<file path="config.mk">
export PLATFORM = sky130hd
export DESIGN_NAME = memory_requester
export DESIGN_NICKNAME = d
export VERILOG_FILES = /design/src/rtl/memory_requester.sv
export SDC_FILE = /design/constraint.sdc
export NUM_CORES = 1
export LEC_CHECK = 0
export BUFFER_PORTS_ARGS = -buffer_cell sky130_fd_sc_hd__buf_2
export CORE_MARGIN = 2
export CORE_UTILIZATION = 45
export CTS_BUF_LIST = sky130_fd_sc_hd__clkbuf_8 sky130_fd_sc_hd__clkbuf_16
export CTS_CLUSTER_SIZE = 16
export DETAILED_ROUTE_END_ITERATION = 8
export PLACE_DENSITY = 0.68
export SLEW_MARGIN = 20
export SYNTH_ARGS = -nofsm -noshare
export SYNTH_HDL_FRONTEND = slang
export SYNTH_SLANG_ARGS = --single-unit
</file>
<file path="constraint.sdc">
create_clock -name clk -period 2.3 [get_ports clk]
set_input_delay 0.115 -clock clk [delete_from_list [all_inputs] [get_ports clk]]
set_output_delay 0.115 -clock clk [all_outputs]
set_load 0.1 [all_outputs]
</file>
<file path="src/rtl/memory_requester.sv">
// Drives the level-sensitive memory port for host WRITE/READ/FILL/CHECKSUM commands; WRITE resp 3 cycles, READ SETTLE+1.
// cmd_ready only in IDLE (host holds cmd_valid until accepted); responses are single-cycle pulses with no backpressure.
module memory_requester #(
  parameter int ADDR_LIMIT = 8,
  parameter int SETTLE     = 1
) (
  input  logic       clk,
  input  logic       rst_n,
  input  logic       cmd_valid,
  output logic       cmd_ready,
  input  logic [1:0] cmd_op,
  input  logic [7:0] cmd_addr,
  input  logic [7:0] cmd_len,
  input  logic [7:0] cmd_data,
  output logic       rsp_valid,
  output logic [7:0] rsp_data,
  output logic       rsp_err,
  output logic       busy,
  output logic       mem_set,
  output logic [7:0] mem_address,
  output logic [7:0] mem_value,
  input  logic [7:0] mem_out
);

  typedef enum logic [2:0] {S_IDLE, S_WR, S_GAP, S_RD, S_RESP} state_t;

  localparam logic [8:0] LIMIT     = 9'(ADDR_LIMIT);
  localparam logic [7:0] SETTLE_M1 = 8'(SETTLE - 1);

  state_t     state_q, state_d;
  logic [7:0] addr_q, addr_d;
  logic [7:0] data_q, data_d;
  logic [7:0] beats_q, beats_d;
  logic [7:0] settle_q, settle_d;
  logic [7:0] sum_q, sum_d;
  logic       cmd_ready_q, cmd_ready_d;
  logic       busy_q, busy_d;
  logic       rsp_valid_q, rsp_valid_d;
  logic [7:0] rsp_data_q, rsp_data_d;
  logic       rsp_err_q, rsp_err_d;
  logic       mem_set_q, mem_set_d;
  logic [7:0] mem_address_q, mem_address_d;
  logic [7:0] mem_value_q, mem_value_d;

  logic       accept;
  logic       is_multi;
  logic       is_write;
  logic [8:0] end_addr;
  logic       range_err;
  logic [7:0] beats_in;
  logic [7:0] rd_sum;

  // WRITE/FILL have op[0]=0; FILL/CHECKSUM have op[1]=1.
  assign accept    = cmd_valid && cmd_ready_q;
  assign is_multi  = cmd_op[1];
  assign is_write  = ~cmd_op[0];
  assign end_addr  = {1'b0, cmd_addr} + {1'b0, cmd_len};
  assign range_err = is_multi ? (end_addr > LIMIT) : ({1'b0, cmd_addr} >= LIMIT);
  assign beats_in  = is_multi ? cmd_len : 8'd1;
  assign rd_sum    = sum_q + mem_out;

  always_comb begin
    state_d       = state_q;
    addr_d        = addr_q;
    data_d        = data_q;
    beats_d       = beats_q;
    settle_d      = settle_q;
    sum_d         = sum_q;
    rsp_data_d    = rsp_data_q;
    rsp_err_d     = 1'b0;
    mem_address_d = mem_address_q;
    mem_value_d   = mem_value_q;

    case (state_q)
      S_IDLE: begin
        if (accept) begin
          addr_d = cmd_addr;
          data_d = cmd_data;
          sum_d  = 8'd0;
          if (range_err) begin
            state_d    = S_RESP;
            rsp_err_d  = 1'b1;
            rsp_data_d = 8'd0;
          end else if (beats_in == 8'd0) begin
            state_d    = S_RESP;
            rsp_data_d = is_write ? cmd_data : 8'd0;
          end else if (is_write) begin
            state_d       = S_WR;
            mem_address_d = cmd_addr;
            mem_value_d   = cmd_data;
            beats_d       = beats_in - 8'd1;
          end else begin
            state_d       = S_RD;
            mem_address_d = cmd_addr;
            settle_d      = SETTLE_M1;
            beats_d       = beats_in - 8'd1;
          end
        end
      end
      S_WR: state_d = S_GAP;
      S_GAP: begin
        if (beats_q != 8'd0) begin
          state_d       = S_WR;
          addr_d        = addr_q + 8'd1;
          mem_address_d = addr_q + 8'd1;
          mem_value_d   = data_q;
          beats_d       = beats_q - 8'd1;
        end else begin
          state_d    = S_RESP;
          rsp_data_d = data_q;
        end
      end
      S_RD: begin
        // mem_out is only trusted once the address has been stable SETTLE cycles.
        if (settle_q != 8'd0) begin
          settle_d = settle_q - 8'd1;
        end else begin
          sum_d = rd_sum;
          if (beats_q != 8'd0) begin
            addr_d        = addr_q + 8'd1;
            mem_address_d = addr_q + 8'd1;
            settle_d      = SETTLE_M1;
            beats_d       = beats_q - 8'd1;
          end else begin
            state_d    = S_RESP;
            rsp_data_d = rd_sum;
          end
        end
      end
      S_RESP:  state_d = S_IDLE;
      default: state_d = S_IDLE;
    endcase

    mem_set_d   = (state_d == S_WR);
    rsp_valid_d = (state_d == S_RESP);
    busy_d      = (state_d != S_IDLE);
    cmd_ready_d = (state_d == S_IDLE);
  end

  always_ff @(posedge clk or negedge rst_n) begin
    if (!rst_n) begin
      state_q       <= S_IDLE;
      addr_q        <= 8'd0;
      data_q        <= 8'd0;
      beats_q       <= 8'd0;
      settle_q      <= 8'd0;
      sum_q         <= 8'd0;
      cmd_ready_q   <= 1'b0;
      busy_q        <= 1'b0;
      rsp_valid_q   <= 1'b0;
      rsp_data_q    <= 8'd0;
      rsp_err_q     <= 1'b0;
      mem_set_q     <= 1'b0;
      mem_address_q <= 8'd0;
      mem_value_q   <= 8'd0;
    end else begin
      state_q       <= state_d;
      addr_q        <= addr_d;
      data_q        <= data_d;
      beats_q       <= beats_d;
      settle_q      <= settle_d;
      sum_q         <= sum_d;
      cmd_ready_q   <= cmd_ready_d;
      busy_q        <= busy_d;
      rsp_valid_q   <= rsp_valid_d;
      rsp_data_q    <= rsp_data_d;
      rsp_err_q     <= rsp_err_d;
      mem_set_q     <= mem_set_d;
      mem_address_q <= mem_address_d;
      mem_value_q   <= mem_value_d;
    end
  end

  assign cmd_ready   = cmd_ready_q;
  assign busy        = busy_q;
  assign rsp_valid   = rsp_valid_q;
  assign rsp_data    = rsp_data_q;
  assign rsp_err     = rsp_err_q;
  assign mem_set     = mem_set_q;
  assign mem_address = mem_address_q;
  assign mem_value   = mem_value_q;

endmodule

</file>
==> impl_metrics.env <==
export IMPL_finalPower_mw=6.26
export IMPL_rsz0062_at_grt="true"
export IMPL_worst_slew_pin_transition_ps=668
export IMPL_syn_cell_area_um2=4340
export IMPL_synth_compound_area_share_pct=14.3
export IMPL_gr_total_overflow=0
export IMPL_routed_wire_length_per_instance_um=16.5
export IMPL_cts_sinks=72
export IMPL_grt_first_pass_wirelength_um=19100
export IMPL_cellLeakagePower_nw=3.00
export IMPL_detailedPlace_worstSlack_ps=-570
export IMPL_netlist_instances=458
export IMPL_synthArstFlopShare_pct=100
export IMPL_clock_tree_buffer_depth=2
export IMPL_mappedNetlistNets=515
export IMPL_setup_worst_path_start_class="primary input"
export IMPL_clkSlewWorstSetupHoldPaths_ps=70
export IMPL_outcome="finished, violations left"
export IMPL_drt_vias_per_instance=5.48
export IMPL_gr_usage_met1_pct=32.2
export IMPL_drt_initial_drc_count=205
export IMPL_detailroute_via_count=4053
export IMPL_die_w_um=102
export IMPL_layout_cells_non_filler=739
export IMPL_final_min_period_over_clock_period_pct=112
export IMPL_grt_max_degree=47
export IMPL_dpl_instance_area_um2=5400
export IMPL_largest_family_of_logic_cells_by_synthesized_area="simple AND/OR/NAND/NOR gates"
export IMPL_drc=0
export IMPL_synthXorXnorAreaFrac_pct=4.04
export IMPL_clock_root_buffer="sky130_fd_sc_hd__clkbuf_8"
export IMPL_synth_mux_area_fraction_pct=12.3
export IMPL_placedCellCount=711
export IMPL_dieHeight_um=102
export IMPL_initial_utilization_pct=46.8
export IMPL_most_used_cells_in_the_layout_excluding_fill_and_tap_cells="sky130_fd_sc_hd__buf_4 (74), sky130_fd_sc_hd__nand2_1 (73), sky130_fd_sc_hd__dfrtp_1 (72)"
export IMPL_ys_warnings_count=0
export IMPL_number_of_enable_type_register_cells_in_the_synthesized_netlist=0
export IMPL_post_route_cells_drive_above_1_share_pct=40.0
export IMPL_yosys_area_share_simple_pct=18.3
export IMPL_boundaryPins=66
export IMPL_htree_num_levels=3
export IMPL_setup_worst_path_class="in -> reg"
export IMPL_synthAdderAreaFrac_pct=6.11
export IMPL_cts_buffers=9
export IMPL_timing_max_transition_violations_final=0
export IMPL_worstPathMaxFanout=3
export IMPL_design_die_area_um2=10400
export IMPL_cellPowerDensity_nw_per_um2=1040
export IMPL_ys_seq_area_share_pct=41.5
export IMPL_setup_tns_ps=-7190
export IMPL_total_of_endpoints_with_negative_setup_slack_in_the_final_report=39
export IMPL_gr_usage_met3_pct=3.21
export IMPL_ys_dominant_reg_cell="sky130_fd_sc_hd__dfrtp_1"
export IMPL_worstPathArrival_ps=2790
export IMPL_drtPass1Iterations=5
export IMPL_ir_drop_v=0.00108
export IMPL_final_setup_worst_slack_ps=-265
export IMPL_numPortBuffers=65
export IMPL_antenna_cells_inserted=0
export IMPL_grt_util_met2_pct=38.4
export IMPL_design_final_nets=664
export IMPL_areaGrowthSynthToFinish_pct=38.7
export IMPL_top_usage_layer_grt="met2"
export IMPL_ant_nets=0
export IMPL_finalWirelength_um=12200
export IMPL_detailedPlacementHpwl_um=8600
export IMPL_clock_skew_ps=12.0
export IMPL_report_final_hold_viol_count=0
export IMPL_core_area_um2=9280
export IMPL_max_cap_viol_count=0
export IMPL_failed_checks="negative setup slack"
export IMPL_synth_seq_cells=72
export IMPL_synthesis_area_per_instance_um2=9.48
export IMPL_hold_class="in -> reg"
export IMPL_stdcell_area_um2=6020
export IMPL_num_fill_cells=760
export IMPL_timing_slew_headroom_pct=54.9
export IMPL_finalCriticalPeriod_ps=2570
export IMPL_tritoncts="done"
export IMPL_placementRows=35
export IMPL_track_usage_pct=23.5
export IMPL_critical_path_endpoint_type="flop"
export IMPL_highest_attainable_clock_frequency_mhz=390
export IMPL_layout_cells_most_common="sky130_fd_sc_hd__buf_4"
export IMPL_yosys_cell_types_count=61
export IMPL_worst_skew_pair_late_latency_ps=350
export IMPL_required_ps=2530
export IMPL_via_count_of_the_first_global_routing_pass=3919
export IMPL_place_congestion=0.925
export IMPL_initial_antenna_violation_count=0
==> metrics by stage <==
step | hold slack, ps | utilization, %
2_1_floorplan | -181 | -
3_3_place_gp | 193 | 58.1
3_5_place_dp | 202 | 58.1
4_1_cts | 0.852 | 62.3
5_1_grt | 20.7 | 64.9
6_report | 2.20 | 64.9
==> cells by family (layout without fill, tap and decap cells) <==
kind of cell / after synthesis / in the layout
XOR/XNOR: 20 / 20
AND/OR/NAND/NOR: 171 / 171
buffers and inverters: 34 / 186
flip-flops: 72 / 72
AO/OA/AOI/OAI: 95 / 95
multiplexers: 46 / 46
adder cells (fa/ha/maj): 20 / 20
==> state kept, by name, summed over array words and instances, names as in the netlist <==
register     cells
busy             1
data_q           8
mem_set          1
sum_q            8
addr_q           8
rsp_data         8
mem_value        8
rsp_valid        1
rsp_err          1
beats_q          8
state_q          3
mem_address      8
settle_q         8
cmd_ready        1
==> Yosys cell counts (all sizes together) (5+ instances only) <==
library cell	number	area (µm²)
ha	18	225
xnor2	10	87.6
xor2	10	87.6
inv	17	63.8
nand3	16	80.1
mux2i	10	100
buf	5	38.8
a21o	5	37.5
nor3	11	55.1
nor2	32	120
dfrtp	72	1800
mux2	36	435
o21ai	23	115
and3	10	65.1
nand2	75	282
a31oi	8	50.1
clkbuf	12	45.0
a21oi	29	149
==> report_power, final <==
part | switching [mW] | leakage [nW] | internal, mW
Clock | 0.491 | 0.0974 | 0.601
Sequential | 0.328 | 0.898 | 1.68
Combinational | 2.10 | 2.00 | 1.06
Total | 2.92 | 3.00 | 3.34
==> final cells by class <==
cell class	instances	area (µm²)	area share, %
Clock buffer	9	124	2.06
Clock inverter	5	83.8	1.39
Inverter	17	63.8	1.06
Multi-Input combinational cell	352	2650	43.9
Sequential cell	72	1800	29.9
Tap cell	129	161	2.68
Timing Repair Buffer	155	1140	19.0
==> worst max-delay path, stage by stage <==
cell and delay (ps):
sky130_fd_sc_hd__buf_8 100, sky130_fd_sc_hd__ha_4 160, sky130_fd_sc_hd__fa_2 350, sky130_fd_sc_hd__and3_4 180, sky130_fd_sc_hd__or3_1 350, sky130_fd_sc_hd__a221oi_2 220
sky130_fd_sc_hd__o211a_1 270, sky130_fd_sc_hd__buf_6 120, sky130_fd_sc_hd__and2_4 130, sky130_fd_sc_hd__a31oi_4 80, sky130_fd_sc_hd__a21oi_2 200, sky130_fd_sc_hd__buf_4 160
sky130_fd_sc_hd__or3b_4 360
==> per-layer routing <==
metal  up-vias  wire length [µm]
li1       1931                 -
met2       115              5810
met5         -                 0
met3        33               470
met1      1974              5620
met4         0               322
==> final timing paths <==
check / start / to / slack [ps] / cells past startpoint
max in group asynchronous: rst_n / state_q[2] / 1260 / 3
worst max register to register: sum_q[0] / rsp_data[6] / -170 / 10
worst min register to register: sum_q[5] / sum_q[5] / 480 / 2
worst min-delay path: cmd_data[3] / data_q[3] / 2 / 3
worst max-delay path: cmd_addr[0] / busy / -270 / 13
min in group asynchronous: rst_n / beats_q[7] / 350 / 2
==> timing repair <==
item,CTS,global route
setup endpoints to repair,47,52
gates cloned,1,1
endpoints found under the hold margin,28,1
gates resized for setup,21,45
pin swaps,2,12
hold buffers,3,1
buffers inserted,6,4
Note: power is estimated with default switching activity, not from simulation.
